--- config.mk ---
export PLATFORM = sky130hd
export DESIGN_NAME = ram_port_arbiter
export DESIGN_NICKNAME = d
export VERILOG_FILES = /design/src/rtl/life_ram_pkg.sv /design/src/rtl/ram_rd_tag_pipe.sv /design/src/rtl/ram_port_arbiter.sv
export SDC_FILE = /design/constraint.sdc
export NUM_CORES = 1
export LEC_CHECK = 0
export BUFFER_PORTS_ARGS = -buffer_cell sky130_fd_sc_hd__buf_2
export CAP_MARGIN = 10
export CORE_MARGIN = 3
export CORE_UTILIZATION = 35
export DETAILED_ROUTE_END_ITERATION = 10
export HOLD_SLACK_MARGIN = 0.1
export MAX_ROUTING_LAYER = met4
export PLACE_DENSITY = 0.69
export SLEW_MARGIN = 20
export SYNTH_ARGS = -nofsm -noshare
export SYNTH_HDL_FRONTEND = slang
export SYNTH_SLANG_ARGS = --single-unit
--- constraint.sdc ---
create_clock -name clk_ram -period 1.2 [get_ports clk_ram]
set_clock_uncertainty 0.1 [all_clocks]
set_input_delay 0.06 -clock clk_ram [delete_from_list [all_inputs] [get_ports clk_ram]]
set_output_delay 0.06 -clock clk_ram [all_outputs]
set_load 0.01 [all_outputs]
--- src/rtl/life_ram_pkg.sv ---
// life_ram_pkg: shared address width and read-owner tag type for the RAM port arbiter.
// Revision: 1.0
`default_nettype none

package life_ram_pkg;

    localparam int ADDR_W = 24;

    typedef enum logic [1:0] {
        OWN_NONE = 2'd0,
        OWN_DISP = 2'd1,
        OWN_LD   = 2'd2,
        OWN_ENG  = 2'd3
    } owner_t;

endpackage

`default_nettype wire

--- src/rtl/ram_rd_tag_pipe.sv ---
// ram_rd_tag_pipe: DEPTH-stage shift register of read-owner tags, aligned to RAM read latency.
// Revision: 1.0
`default_nettype none

module ram_rd_tag_pipe
    import life_ram_pkg::*;
#(
    parameter int DEPTH = 2
) (
    input  logic   clk,
    input  logic   rst,
    input  owner_t i_tag,
    output owner_t o_tag
);

    owner_t r_stage [DEPTH];

    always_ff @(posedge clk) begin
        if (rst) begin
            for (int i = 0; i < DEPTH; i++) begin
                r_stage[i] <= OWN_NONE;
            end
        end else begin
            r_stage[0] <= i_tag;
            for (int i = 1; i < DEPTH; i++) begin
                r_stage[i] <= r_stage[i-1];
            end
        end
    end

    assign o_tag = r_stage[DEPTH-1];

endmodule

`default_nettype wire

--- src/rtl/ram_port_arbiter.sv ---
// ram_port_arbiter: three-requester single-port RAM arbiter (display > loader > engine)
// with in-order read return. Optional macro ARB_STARVE_GUARD_EN adds engine anti-starvation.
// Revision: 1.0
`default_nettype none

module ram_port_arbiter
    import life_ram_pkg::*;
#(
    parameter int BLOCK_LEN    = 32,
    parameter int RAM_RD_LAT   = 2,
    parameter int STARVE_LIMIT = 8
) (
    input  logic                  clk_ram,
    input  logic                  reset,

    input  logic                  disp_req,
    input  logic [ADDR_W-1:0]     disp_addr,
    output logic                  disp_gnt,
    output logic                  disp_rvalid,

    input  logic                  ld_req,
    input  logic [ADDR_W-1:0]     ld_addr,
    input  logic [BLOCK_LEN-1:0]  ld_wdata,
    output logic                  ld_gnt,

    input  logic                  eng_req,
    input  logic                  eng_we,
    input  logic [ADDR_W-1:0]     eng_addr,
    input  logic [BLOCK_LEN-1:0]  eng_wdata,
    output logic                  eng_gnt,
    output logic                  eng_rvalid,

    output logic [BLOCK_LEN-1:0]  rdata,

    output logic [ADDR_W-1:0]     ram_address,
    output logic [BLOCK_LEN-1:0]  ram_write_data,
    output logic                  ram_rden,
    output logic                  ram_wren,
    input  logic [BLOCK_LEN-1:0]  ram_read_data
);

    logic                 w_eng_first;
    logic                 w_disp_gnt;
    logic                 w_ld_gnt;
    logic                 w_eng_gnt;
    logic                 w_rd_issue;
    logic                 w_wr_issue;
    logic [ADDR_W-1:0]    w_sel_addr;
    logic [BLOCK_LEN-1:0] w_sel_wdata;
    owner_t               w_issue_owner;
    owner_t               w_ret_owner;
    logic                 w_disp_ret;
    logic                 w_eng_ret;

    logic [ADDR_W-1:0]    r_ram_address;
    logic [BLOCK_LEN-1:0] r_ram_wdata;
    logic                 r_ram_rden;
    logic                 r_ram_wren;
    owner_t               r_rd_owner;
    logic [BLOCK_LEN-1:0] r_rdata;

`ifdef ARB_STARVE_GUARD_EN
    logic [7:0] r_starve_cnt;

    // Saturates rather than wrapping so a long-starved engine keeps its boost.
    always_ff @(posedge clk_ram) begin
        if (reset) begin
            r_starve_cnt <= 8'd0;
        end else if (w_eng_gnt) begin
            r_starve_cnt <= 8'd0;
        end else if (eng_req && (r_starve_cnt != 8'hFF)) begin
            r_starve_cnt <= r_starve_cnt + 8'd1;
        end
    end

    assign w_eng_first = (int'(r_starve_cnt) >= STARVE_LIMIT);
`else
    assign w_eng_first = 1'b0;
`endif

    always_comb begin
        w_disp_gnt    = 1'b0;
        w_ld_gnt      = 1'b0;
        w_eng_gnt     = 1'b0;
        w_rd_issue    = 1'b0;
        w_wr_issue    = 1'b0;
        w_sel_addr    = r_ram_address;
        w_sel_wdata   = r_ram_wdata;
        w_issue_owner = OWN_NONE;
        if (!reset) begin
            if (disp_req) begin
                w_disp_gnt    = 1'b1;
                w_rd_issue    = 1'b1;
                w_sel_addr    = disp_addr;
                w_issue_owner = OWN_DISP;
            end else if (eng_req && (w_eng_first || !ld_req)) begin
                w_eng_gnt  = 1'b1;
                w_sel_addr = eng_addr;
                if (eng_we) begin
                    w_wr_issue  = 1'b1;
                    w_sel_wdata = eng_wdata;
                end else begin
                    w_rd_issue    = 1'b1;
                    w_issue_owner = OWN_ENG;
                end
            end else if (ld_req) begin
                w_ld_gnt    = 1'b1;
                w_wr_issue  = 1'b1;
                w_sel_addr  = ld_addr;
                w_sel_wdata = ld_wdata;
            end
        end
    end

    always_ff @(posedge clk_ram) begin
        if (reset) begin
            r_ram_address <= '0;
            r_ram_wdata   <= '0;
            r_ram_rden    <= 1'b0;
            r_ram_wren    <= 1'b0;
            r_rd_owner    <= OWN_NONE;
        end else begin
            r_ram_rden    <= w_rd_issue;
            r_ram_wren    <= w_wr_issue;
            r_rd_owner    <= w_issue_owner;
            r_ram_address <= w_sel_addr;
            r_ram_wdata   <= w_sel_wdata;
        end
    end

    // Tag enters with the registered rden, so it emerges exactly when read data does.
    ram_rd_tag_pipe #(
        .DEPTH (RAM_RD_LAT)
    ) u_tag_pipe (
        .clk   (clk_ram),
        .rst   (reset),
        .i_tag (r_rd_owner),
        .o_tag (w_ret_owner)
    );

    assign w_disp_ret = !reset && (w_ret_owner == OWN_DISP);
    assign w_eng_ret  = !reset && (w_ret_owner == OWN_ENG);

    always_ff @(posedge clk_ram) begin
        if (reset) begin
            r_rdata <= '0;
        end else if (w_disp_ret || w_eng_ret) begin
            r_rdata <= ram_read_data;
        end
    end

    assign disp_gnt       = w_disp_gnt;
    assign ld_gnt         = w_ld_gnt;
    assign eng_gnt        = w_eng_gnt;
    assign disp_rvalid    = w_disp_ret;
    assign eng_rvalid     = w_eng_ret;
    assign rdata          = reset ? '0 : ((w_disp_ret || w_eng_ret) ? ram_read_data : r_rdata);
    assign ram_address    = reset ? '0 : r_ram_address;
    assign ram_write_data = reset ? '0 : r_ram_wdata;
    assign ram_rden       = !reset && r_ram_rden;
    assign ram_wren       = !reset && r_ram_wren;

endmodule

`default_nettype wire

# ---- After elaboration in Yosys (flattened, before gate mapping)
# Memory sizes are Yosys's and may differ from the RTL's.
# Cells that the tools add are included.
# Widths: inputs -> output; s select.
dict set report op_classes {
  n_eq_ne 3
  n_reduce_logical 13
  bitwise 4
  muxes 32
}
# operator n
set op_table {}
lappend op_table {{$mux 32} 6}
lappend op_table {{$mux 24} 4}
lappend op_table {{$mux 1} 19}
lappend op_table {{$mux 2} 3}
lappend op_table {{$logic_and 1x1->1} 5}
lappend op_table {{$reduce_and 3->1} 1}
lappend op_table {{$reduce_bool 3->1} 1}
lappend op_table {{$reduce_or 3->1} 1}
lappend op_table {{$eq 2x1->1 const B} 1}
lappend op_table {{$eq 2x2->1 const B} 1}
lappend op_table {{$logic_not 1->1} 2}
lappend op_table {{$ne 2x2->1 const B} 1}
lappend op_table {{$not 1->1} 2}
lappend op_table {{$or 1x1->1} 2}
lappend op_table {{$reduce_bool 2->1} 1}
lappend op_table {{$reduce_or 2->1} 1}
lappend op_table {{$logic_or 1x1->1} 1}
dict set report word_totals {
  in_bits 174
  mem_count 1
  ramBits 4
  wordCells 60
  reg_bits 92
}
# name words width read_ports rd_clocked_by_memory_dff write_ports line
set memory_table {}
lappend memory_table {u_tag_pipe.r_stage 2 2 2 0 2 ram_rd_tag_pipe.sv:16} ;# owner_t r_stage [DEPTH];

# ---- Longest topological paths before layout
# Gate-level depths: netlist (run 1).
# An unclocked memory read counts as a cell.
dict set report logic_depth {
  word_depth 6
  ltp_mapped 7
  mapped_depth_nobuf 3
}

# ---- By module
# Synthesis (run 1) repeated with hierarchy kept, for this count alone.
dict set report unflattened {
  hier_cells 508
  area_unflattened_um2 4682.0
}
# mod area_each_um2 n_inst cells_each
set modules_own_cells {}
lappend modules_own_cells {ram_port_arbiter 4561.9 1 498}
lappend modules_own_cells {ram_rd_tag_pipe 120.1 1 10}

# ---- Least setup slack after synthesis (run 1)
# OpenSTA, ideal clock, no wires.
dict set report synth_timing {
  kind {reg2reg}
  from {mem u_tag_pipe.r_stage[0][2] (netlist bit)}
  to {reg r_rdata[22]}
  arrival_time_ns 1.007
  path_buffers 2
  path_stages_with_launch 5
  setup_ns 0.148
  required_ns 0.952
  period_less_slack_ns 1.255
  slack_ns -0.055
  cell_sequence {dfxtp_1 -> buf_2 -> buf_2 -> mux2i_1 -> nor2_1}
}
# element line
set synth_rtl {}
lappend synth_rtl {{start, declared} ram_rd_tag_pipe.sv:16}
lappend synth_rtl {{end signal, assigned} ram_port_arbiter.sv:148} ;# r_rdata <= ram_read_data;
lappend synth_rtl {{end, declared} ram_port_arbiter.sv:60} ;# logic [BLOCK_LEN-1:0] r_rdata;

==> run summary, run 1 <==
The flow ran to the end, but the final reports show violations. The final reports fail on hold timing, setup timing. The capturing element type of the critical path is a primary output. The die footprint is 0.01456 mm2. At the pin with the least slew margin, the transition time is 0.3024 ns.

The minimum setup slack among reg-to-reg paths is 0.10 ns. STA puts the critical path data required time at 1.04 ns. The path type of the worst setup path is flip-flop to primary output.

The power per cell area is 1057 mW/mm2. The wire length of the first global-routing pass came out at 26.77 mm. The later-pin clock latency in the skew report is 0.35 ns.

Setup violations remaining at the end of the flow were counted as 34. The tree built by TritonCTS fans out to 95 sinks. In this run, distinct cell masters in the synthesized netlist total 23.

Input and output buffers added on the ports amount to 268. For this design, the slowest cell found on the critical path is sky130_fd_sc_hd__dfxtp_4. Along the worst path, the maximum fanout reaches 15. The routed length per instance is 16.63 um. The critical path goes through buf_12 > mux2i_2 > nor2_1 > buf_2. In this run the cell area measured after placement is 0.006247 mm2. Synthesis produced 506 cells. The worst hold path cell count came out at 3. The cell area that synthesis handed to floorplanning was 0.004602 mm2.

The deepest level of the CTS H-tree came out at 3. Setup repair after global routing could not meet its margin everywhere. The finished cells cover 0.007864 mm2. The element type at the critical path start is a flip-flop. The launch point of the worst reg-to-reg path is u_tag_pipe.r_stage[0][2]$_SDFF_PP0_. The initial core utilization came out at 36.17%. The relative contribution of sequential cells to total power is 40.8%. The weighted congestion reported at the end of routability-driven placement is 0.7981. The placed instance count came out at 911. The cell class contributing the biggest share of worst-path delay is flip-flops. The internal power of the cells totals 6.164 mW. The worst hold margin came out at -0.1164 ns. The violation count after the first detailed-route iteration is 350. The number of antenna violations at the first check in global routing came to 0. The via count came out at 5257.

The total routing resource utilization after global routing came out at 23.81%. Sorting the synthesized cells by area gives the leading types as sky130_fd_sc_hd__dfxtp_1, sky130_fd_sc_hd__mux2i_1, sky130_fd_sc_hd__a211oi_1. The clock network accounts for 38.0% of the total power. The finished layout holds 1050 standard cells, fillers aside. The switching power as a share of total power is 25.86%. The share of the cycle needed by the critical path after routing is 128.5%. The worst slew slack as a fraction of its limit came out at 79.58%. The worst-case reg-to-reg path depth is 3. The number of antenna diodes in the final layout is 0. The half-perimeter wire length after placement is 10.24 mm.

The critical path contains buffers and inverters numbering 2 combined. The utilization of the core after routing came out at 61.81%. The largest stage delay on the critical path came out at 0.37 ns.

The maximum VDD drop is 628.3 uV. After layout, the minimum clock period comes to 1.542 ns. The number of global-route vias before repair came to 5403. The TritonCTS clock tree is done. The final hold violation count came out at 25. The max capacitance violation total is 0. The share of synthesized area occupied by flip-flops and latches came out at 41.33%.

In this run the horizontal extent of the chip is 120.7 um. Based on the critical path, the design can be clocked at up to 648.4 MHz. The maximum clock insertion buffer count is 2.

Before antenna repair, the detailed router went through 4 iterations. The remaining number of nets flagged by the antenna check after routing is 0. The final routed DRC violation total came out at 0. The die height is 120.7 um. Clock-pin slew was measured on the worst setup and hold paths at 0.07 ns. In this run the mean area of a mapped cell was 9.095 um2. The count of standard-cell rows is 41.

The number of warnings reported in the yosys synthesis log is 0. The global-route congestion overflow total is 0. The area of the placeable core is 0.01272 mm2.

The largest net degree at the start of global routing came out at 69. The number of clock buffers inserted by TritonCTS is 9. The number of vias per cell came out at 5.007. After layout, the worst setup slack is -0.3422 ns. The arrival time of the worst setup path came out at 1.38 ns. The cell leakage power is 3.762 nW.

Cells with a size suffix above 1 make up 37.13% of the layout. The relative contribution of combinational cells to total power came out at 21.2%. The instance count on the critical path came out at 4. The growth of design area from synthesis to finish came out at 70.88%. The final-report max-slew violation count is 0. The path class of the lowest-slack min-delay path is input port to flip-flop.

The aggregate negative setup slack is -9.490 ns. The capturing point of the worst reg2reg path is r_rdata[3]$_DFF_P_. The net total in the final layout came out at 1047. The net count of the mapped netlist is 680. Summed over all instances, the cell type with the most area after synthesis is sky130_fd_sc_hd__dfxtp_1. The root cell of the clock tree is sky130_fd_sc_hd__clkbuf_16. The timing endpoint of the critical path is rdata[3]. The post-detailed-routing wire length came out at 17.47 mm. Tracing the worst setup path back leads to its startpoint at u_tag_pipe.r_stage[0][2]$_SDFF_PP0_. During I/O placement, the number of pins put on the boundary was 269. The share of synthesized area in the top cell type comes to 41.33%.

The number of synthesized register bits came out at 95. The total net switching power is 2.150 mW.
==> final cells by class <==
type / count / area, um2
fill: 1041 / 4858
timing repair buffer: 410 / 2918
multi-input combinational: 356 / 2495
sequential: 95 / 1906
clock buffer: 10 / 229.0
tap: 172 / 215.2
clock inverter: 6 / 97.59
inverter: 1 / 3.754
==> placed cells by master, fill, tap and decap left out, types with 2 or more instances in the layout <==
master                          Yosys  layout
sky130_fd_sc_hd__bufinv_16          0       2
sky130_fd_sc_hd__clkbuf_16          0       9
sky130_fd_sc_hd__inv_6              0       2
sky130_fd_sc_hd__buf_12             0      16
sky130_fd_sc_hd__dlygate4sd3_1      0     123
sky130_fd_sc_hd__nor2b_1           62      52
sky130_fd_sc_hd__o41ai_1           24      24
sky130_fd_sc_hd__nor2_1            58      57
sky130_fd_sc_hd__mux2i_1           64      58
sky130_fd_sc_hd__mux2i_2            0       6
sky130_fd_sc_hd__buf_4              3       4
sky130_fd_sc_hd__and3b_1           25      25
sky130_fd_sc_hd__a211oi_1          56      55
sky130_fd_sc_hd__nand2_1           24      24
sky130_fd_sc_hd__dfxtp_1           95      94
sky130_fd_sc_hd__a21oi_1           34      33
sky130_fd_sc_hd__nor3_1             2       2
sky130_fd_sc_hd__nor2b_2            0      10
sky130_fd_sc_hd__buf_2             23     267
==> synthesized netlist by cell type (all sizes together) <==
master,count
dfxtp,95
nand2b,1
a21o,1
clkbuf,23
nand2,24
nor3b,2
buf,31
nor2,58
o41ai,24
nor2b,62
a211oi,56
inv,1
and3b,25
nor4,1
nor3,3
or2,1
mux2i,64
a21oi,34
==> worst reg2reg max path: stages (launching register included) <==
cell and delay, ns:
sky130_fd_sc_hd__dfxtp_4 0.37, sky130_fd_sc_hd__buf_12 0.17, sky130_fd_sc_hd__mux2i_2 0.26, sky130_fd_sc_hd__nor2_1 0.08
==> per-layer routing <==
layer / track usage [%] / wire (um) / vias up / share of wire (%)
li1: - / - / 2531 / -
met1: 25.83 / 6805 / 2372 / 39
met2: 39.22 / 8559 / 273 / 49
met3: 6.361 / 1229 / 81 / 7.0
met4: 14.02 / 871 / 0 / 5.0
met5: - / 0 / - / 0
==> worst min-delay path by stage <==
| stage | from | end |
|---|---|---|
| 6_report | ram_read_data[26] | r_rdata[26]$_DFF_P_ |
| 5_1_grt | ram_read_data[18] | r_rdata[18]$_DFF_P_ |
| 4_1_cts | ram_read_data[26] | r_rdata[26]$_DFF_P_ |
| 3_5_place_dp | eng_we | r_rd_owner[1]$_SDFF_PP0_ |
| 3_3_place_gp | eng_we | r_rd_owner[1]$_SDFF_PP0_ |
| 2_1_floorplan | eng_we | r_rd_owner[1]$_SDFF_PP0_ |
==> power groups by stage <==
stage	Sequential, mW	Clock [mW]	Combinational [mW]
5_1_grt	3.41	3.38	1.90
3_5_place_dp	3.46	0	1.39
3_3_place_gp	3.46	0	1.37
6_report	3.40	3.16	1.76
4_1_cts	3.39	3.24	1.70
2_1_floorplan	3.45	0	0.764
==> what timing repair did <==
action,4_1_cts,5_1_grt
pin swaps,0,1
gates resized for setup,2,17
endpoints found under the hold margin,94,41
buffers inserted,0,0
gates cloned,0,0
hold buffers,122,2
endpoints found under the setup margin,35,76
==> flip-flops by register name, summed over array words and instances, names as in the netlist <==
signal,cells
r_ram_address,24
r_ram_rden,1
r_ram_wdata,32
r_ram_wren,1
r_rd_owner,1
r_rdata,32
u_tag_pipe.r_stage,4
==> stage by stage <==
step	power, mW	setup slack (ns)
final	8.314	-0.3422
after detailed placement	4.856	-0.06329
after floorplan	4.210	-0.05470
after global placement	4.836	0.001706
after CTS	8.330	-0.3153
after global routing	8.695	-0.3780
==> kinds of logic after synthesis <==
kind of cell           synth area share [%]
and+or+nand+nor                       21.10
AOI/OAI and AO/OA                     17.56
DFF                                   41.33
buffers and inverters                 6.090
muxes                                 13.92
No activity file was read; power rests on OpenSTA's default activity.
==> inputs of run 2 (changes only) <==
- SYNTH_HIERARCHICAL: unset -> 1
==> run summary, run 2 <==
The async set-or-reset flop fraction in the synthesized netlist came out at 0% (unchanged). The share of synthesized cell area in full adder, half adder and majority cells came out at 0% (unchanged). The count of pins on the block boundary came to 269 (unchanged). The wire length of the first global-routing pass is 26.16 mm (-2.3%). The relative contribution of combinational cells to total power is 22.4% (+1.2 points).

The final routed DRC violation total came out at 0 (unchanged). STA classifies the critical path endpoint as a primary output. The deepest level of the CTS H-tree came to 3 (unchanged). The max capacitance violation total is 0 (unchanged). The routed length on met3 is 1.204 mm (-2.0%). The cell leakage power is 3.866 nW (+2.8%). The total power of the final layout was 8.097 mW (-2.6%). The post-synthesis cell type count came out at 24 (+4.3%). The met2 routed wirelength came to 8.345 mm (-2.5%). The later-pin clock latency in the skew report is 0.33 ns (-0.02 ns).

The library cell used most frequently in the layout, excluding fill and tap cells, is sky130_fd_sc_hd__buf_2. The area growth from synthesis to layout is 71.22%. The pre-CTS setup slack is -0.08656 ns (-0.02327 ns).

The switching power as a share of total power came out at 25.00% (-0.85 points). The post-layout worst setup margin is -0.2864 ns (+0.05582 ns). The root cell of the clock tree is sky130_fd_sc_hd__clkbuf_16. The layout cell share with drive strength beyond 1 is 39.11% (+2.0 points). The data required time at the worst endpoint is 1.04 ns (about the same). The area share of the largest cell type after synthesis is 40.62% (-0.71 points). The remaining number of nets flagged by the antenna check after routing came out at 0 (unchanged). TritonCTS built the clock tree.

The arrival time of the worst setup path is 1.33 ns (-0.05 ns). The count of flip-flops with a built-in enable after synthesis came out at 0 (unchanged). The clock period minus worst slack came out at 1.486 ns (-0.05582 ns). The number of antenna violations at the first check in global routing is 0 (unchanged). The first-pass iteration count of the detailed router came out at 5 (+1). The initial core utilization came to 36.51% (+0.34 points). The area of the placeable core came out at 0.01282 mm2 (+0.81%). By count the netlist is led by sky130_fd_sc_hd__dfxtp_1, sky130_fd_sc_hd__mux2i_1, sky130_fd_sc_hd__nor2b_1, sky130_fd_sc_hd__nor2_1, sky130_fd_sc_hd__a211oi_1. The gate count of the mapped netlist came out at 508 (+0.40%). The share of the synthesized area in compound gates (AO/OA/AOI/OAI) is 18.31% (+0.74 points).

The maximum VDD drop is 603.2 uV (-4.0%). The routed length per instance came to 15.87 um (-4.6%). The measured slew at the worst slew-check pin came to 0.3576 ns (+0.05529 ns). The via count is 5281 (+0.46%). The half-perimeter wire length after placement came to 10.56 mm (+3.2%). The maximum operating frequency came out at 672.8 MHz (+3.8%). The kind of cell with the highest combined delay along the critical path is flip-flops. The run finished, with violations left. The relative contribution of sequential cells to total power is 42.0% (+1.2 points). Setup repair after global routing could not meet its margin everywhere. The number of global-route vias before repair is 5368 (-0.65%). The global-route congestion overflow total is 0 (unchanged). The biggest area contributor in the post-synthesis netlist is sky130_fd_sc_hd__dfxtp_1. Among all stages on the critical path, the largest delay is contributed by sky130_fd_sc_hd__dfxtp_4. Traced cell by cell, the critical path runs through buf_12 > mux2i_1 > nor2_1 > buf_2.

The fraction of synthesized cell area in xor and xnor cells is 0% (unchanged). The maximum fanout count along the critical path came out at 18 (+3). The share of synthesized area occupied by flip-flops and latches is 40.62% (-0.71 points). The number of buffers and inverters on the critical path came to 2 (unchanged). The clock-pin slew of the registers on the worst-case setup and hold paths came out at 0.06 ns (about the same). The post-detailed-routing wire length is 16.96 mm (-2.9%).

By area, the combinational part of the netlist is dominated by simple AND/OR/NAND/NOR gates. The violation count after the first detailed-route iteration was 214 (-39%). The basic-gate share of the synthesized area counting and, or, nand and nor cells was 20.87% (-0.23 points). The count of input and output buffers is 268 (unchanged). The power per cell area came to 1010 mW/mm2 (-4.5%).

The worst hold margin came out at -0.09980 ns (+0.01663 ns). The die footprint is 0.01480 mm2 (+1.7%). The largest stage delay on the critical path came to 0.38 ns (about the same). The highest routed metal layer is met4. By instance count, the leading cell after synthesis is sky130_fd_sc_hd__dfxtp_1. The total routing resource utilization after global routing is 22.66% (-1.1 points). The share of power burned in the clock network was 35.7% (-2.3 points).

The net count of the mapped netlist came to 682 (+0.29%). The weighted congestion reported at the end of routability-driven placement is 0.8604 (+7.8%). The final reports fail on hold timing, setup timing. The maximum clock insertion buffer count was 2 (unchanged). The number of synthesized register bits is 95 (unchanged). The largest registers in the layout are r_ram_wdata x32, r_rdata x32, r_ram_address x24.

The utilization of the core after routing was 62.51% (+0.70 points). The die height came out at 121.7 um (+0.82%). The synthesized area per cell is 9.217 um2 (+1.3%). The worst slew slack as a fraction of its limit is 76.01% (-3.6 points). The flip-flop cell with the highest count after synthesis is sky130_fd_sc_hd__dfxtp_1.

The final hold violation count came out at 22 (-12%). The largest net degree at the start of global routing came out at 43 (-38%). The area of the mapped netlist came out at 0.004682 mm2 (+1.7%). The net total in the final layout is 1065 (+1.7%). The worst setup path is launched from a flip-flop. The number of vias per cell came out at 4.940 (-1.3%). The total net switching power is 2.025 mW (-5.8%). The internal power component came out at 6.072 mW (-1.5%). The path type of the worst setup path is flip-flop to primary output. The count of standard-cell rows came out at 41 (unchanged). Leaving out fill and tap cells, the most frequent cells in the layout are sky130_fd_sc_hd__buf_2, sky130_fd_sc_hd__dlygate4sd3_1, sky130_fd_sc_hd__dfxtp_1, sky130_fd_sc_hd__mux2i_1.

The share of the cycle needed by the critical path after routing was 123.9% (-4.7 points). The number of clock buffers inserted by TritonCTS is 9 (unchanged). Yosys attributes the largest share of cell area to sky130_fd_sc_hd__dfxtp_1, sky130_fd_sc_hd__mux2i_1, sky130_fd_sc_hd__a211oi_1. The tightest min-delay check is of the input port to flip-flop type. The multiplexer area fraction after synthesis was 13.68% (-0.24 points). The count of final setup violators came out at 34 (unchanged). The final-report max-slew violation count was 0 (unchanged). The number of sinks on the clock net came to 95 (unchanged). The routed metal-1 wirelength came out at 6.813 mm (+0.12%).

The number of warnings reported in the yosys synthesis log came to 6 (+6). The floorplan die width is 121.7 um (+0.82%).
==> run 2: cell count changes after synthesis <==
cell                       delta
sky130_fd_sc_hd__o41ai_2      +6
sky130_fd_sc_hd__buf_1        +3
sky130_fd_sc_hd__clkbuf_1     -3
sky130_fd_sc_hd__o41ai_1      -6
sky130_fd_sc_hd__or2_4        +1
sky130_fd_sc_hd__buf_8        +1
sky130_fd_sc_hd__buf_2        -1
sky130_fd_sc_hd__nor4_1       -1
sky130_fd_sc_hd__a21oi_2      +1
sky130_fd_sc_hd__buf_4        +2
sky130_fd_sc_hd__a21oi_1      -1
sky130_fd_sc_hd__nor3_2       +1
sky130_fd_sc_hd__or2_1        -1
==> run 2: worst reg2reg max path, delay by kind of cell (launching register included) <==
kind          cells  cell delay, ns
flops             1            0.38
mux               1            0.21
buf+inv           1            0.18
simple gates      1            0.08
==> run 2: area by class of cell <==
cell class              instances  area, um2
clock inverters                 2      38.79
fillers                      1033       4808
diodes                          2      5.005
clock buffers                  13      260.3
multi-input cells             356       2545
well taps                     172      215.2
flip-flops and latches         95       1906
repair buffers                428       3043
inverters                       1      3.754
==> run 2: power by group through the flow <==
stage | sequential [mW] | combinational, mW | clock, mW
after floorplan | 3.45 | 0.791 | 0
after global placement | 3.46 | 1.43 | 0
after detailed placement | 3.46 | 1.44 | 0
after CTS | 3.39 | 1.76 | 2.98
after global routing | 3.41 | 1.96 | 3.10
final | 3.40 | 1.81 | 2.89
==> run 2: path summary, 6_finish.rpt <==
path,depth (start not counted),slack (ns),from,end
worst max-delay path,4,-0.29,u_tag_pipe/r_stage[0][2]$_SDFF_PP0_,rdata[16]
worst max register to register,3,0.14,u_tag_pipe/r_stage[0][2]$_SDFF_PP0_,r_rdata[16]$_DFF_P_
worst min-delay path,3,-0.1,ram_read_data[5],r_rdata[5]$_DFF_P_
worst min register to register,1,0.33,u_tag_pipe/r_stage[0][0]$_SDFF_PP0_,u_tag_pipe/r_stage[0][2]$_SDFF_PP0_
==> run 2: metal layers <==
layer | vias up | GRT usage, %
met2 | 260 | 37.89
met1 | 2391 | 25.82
met4 | 0 | 11.27
met3 | 53 | 4.643
li1 | 2577 | -
met5 | - | -
==> run 2: kinds of logic (layout without fill, tap and decap cells) <==
| logic type | Yosys count | in the layout |
|---|---|---|
| simple gates | 177 | 177 |
| compound gates | 115 | 115 |
| flops | 95 | 95 |
| mux | 64 | 64 |
| buf+inv | 57 | 444 |
| other cells | 0 | 2 |
==> run 2: per-stage QoR <==
stage / cell area, um2 / cells / setup TNS [ns]
6_report: 8016 / 1069 / -8.506
4_1_cts: 7960 / 1067 / -9.726
5_1_grt: 8011 / 1067 / -10.93
2_1_floorplan: 4703 / 508 / 0
3_5_place_dp: 6405 / 927 / -0.7723
3_3_place_gp: 6405 / 927 / -0.01769
==> run 2: timing repair <==
item	4_1_cts	5_1_grt
hold endpoints to repair	90	23
setup buffers	1	0
gates resized for setup	3	18
endpoints found under the setup margin	35	52
pin swaps	0	0
hold buffers	124	1
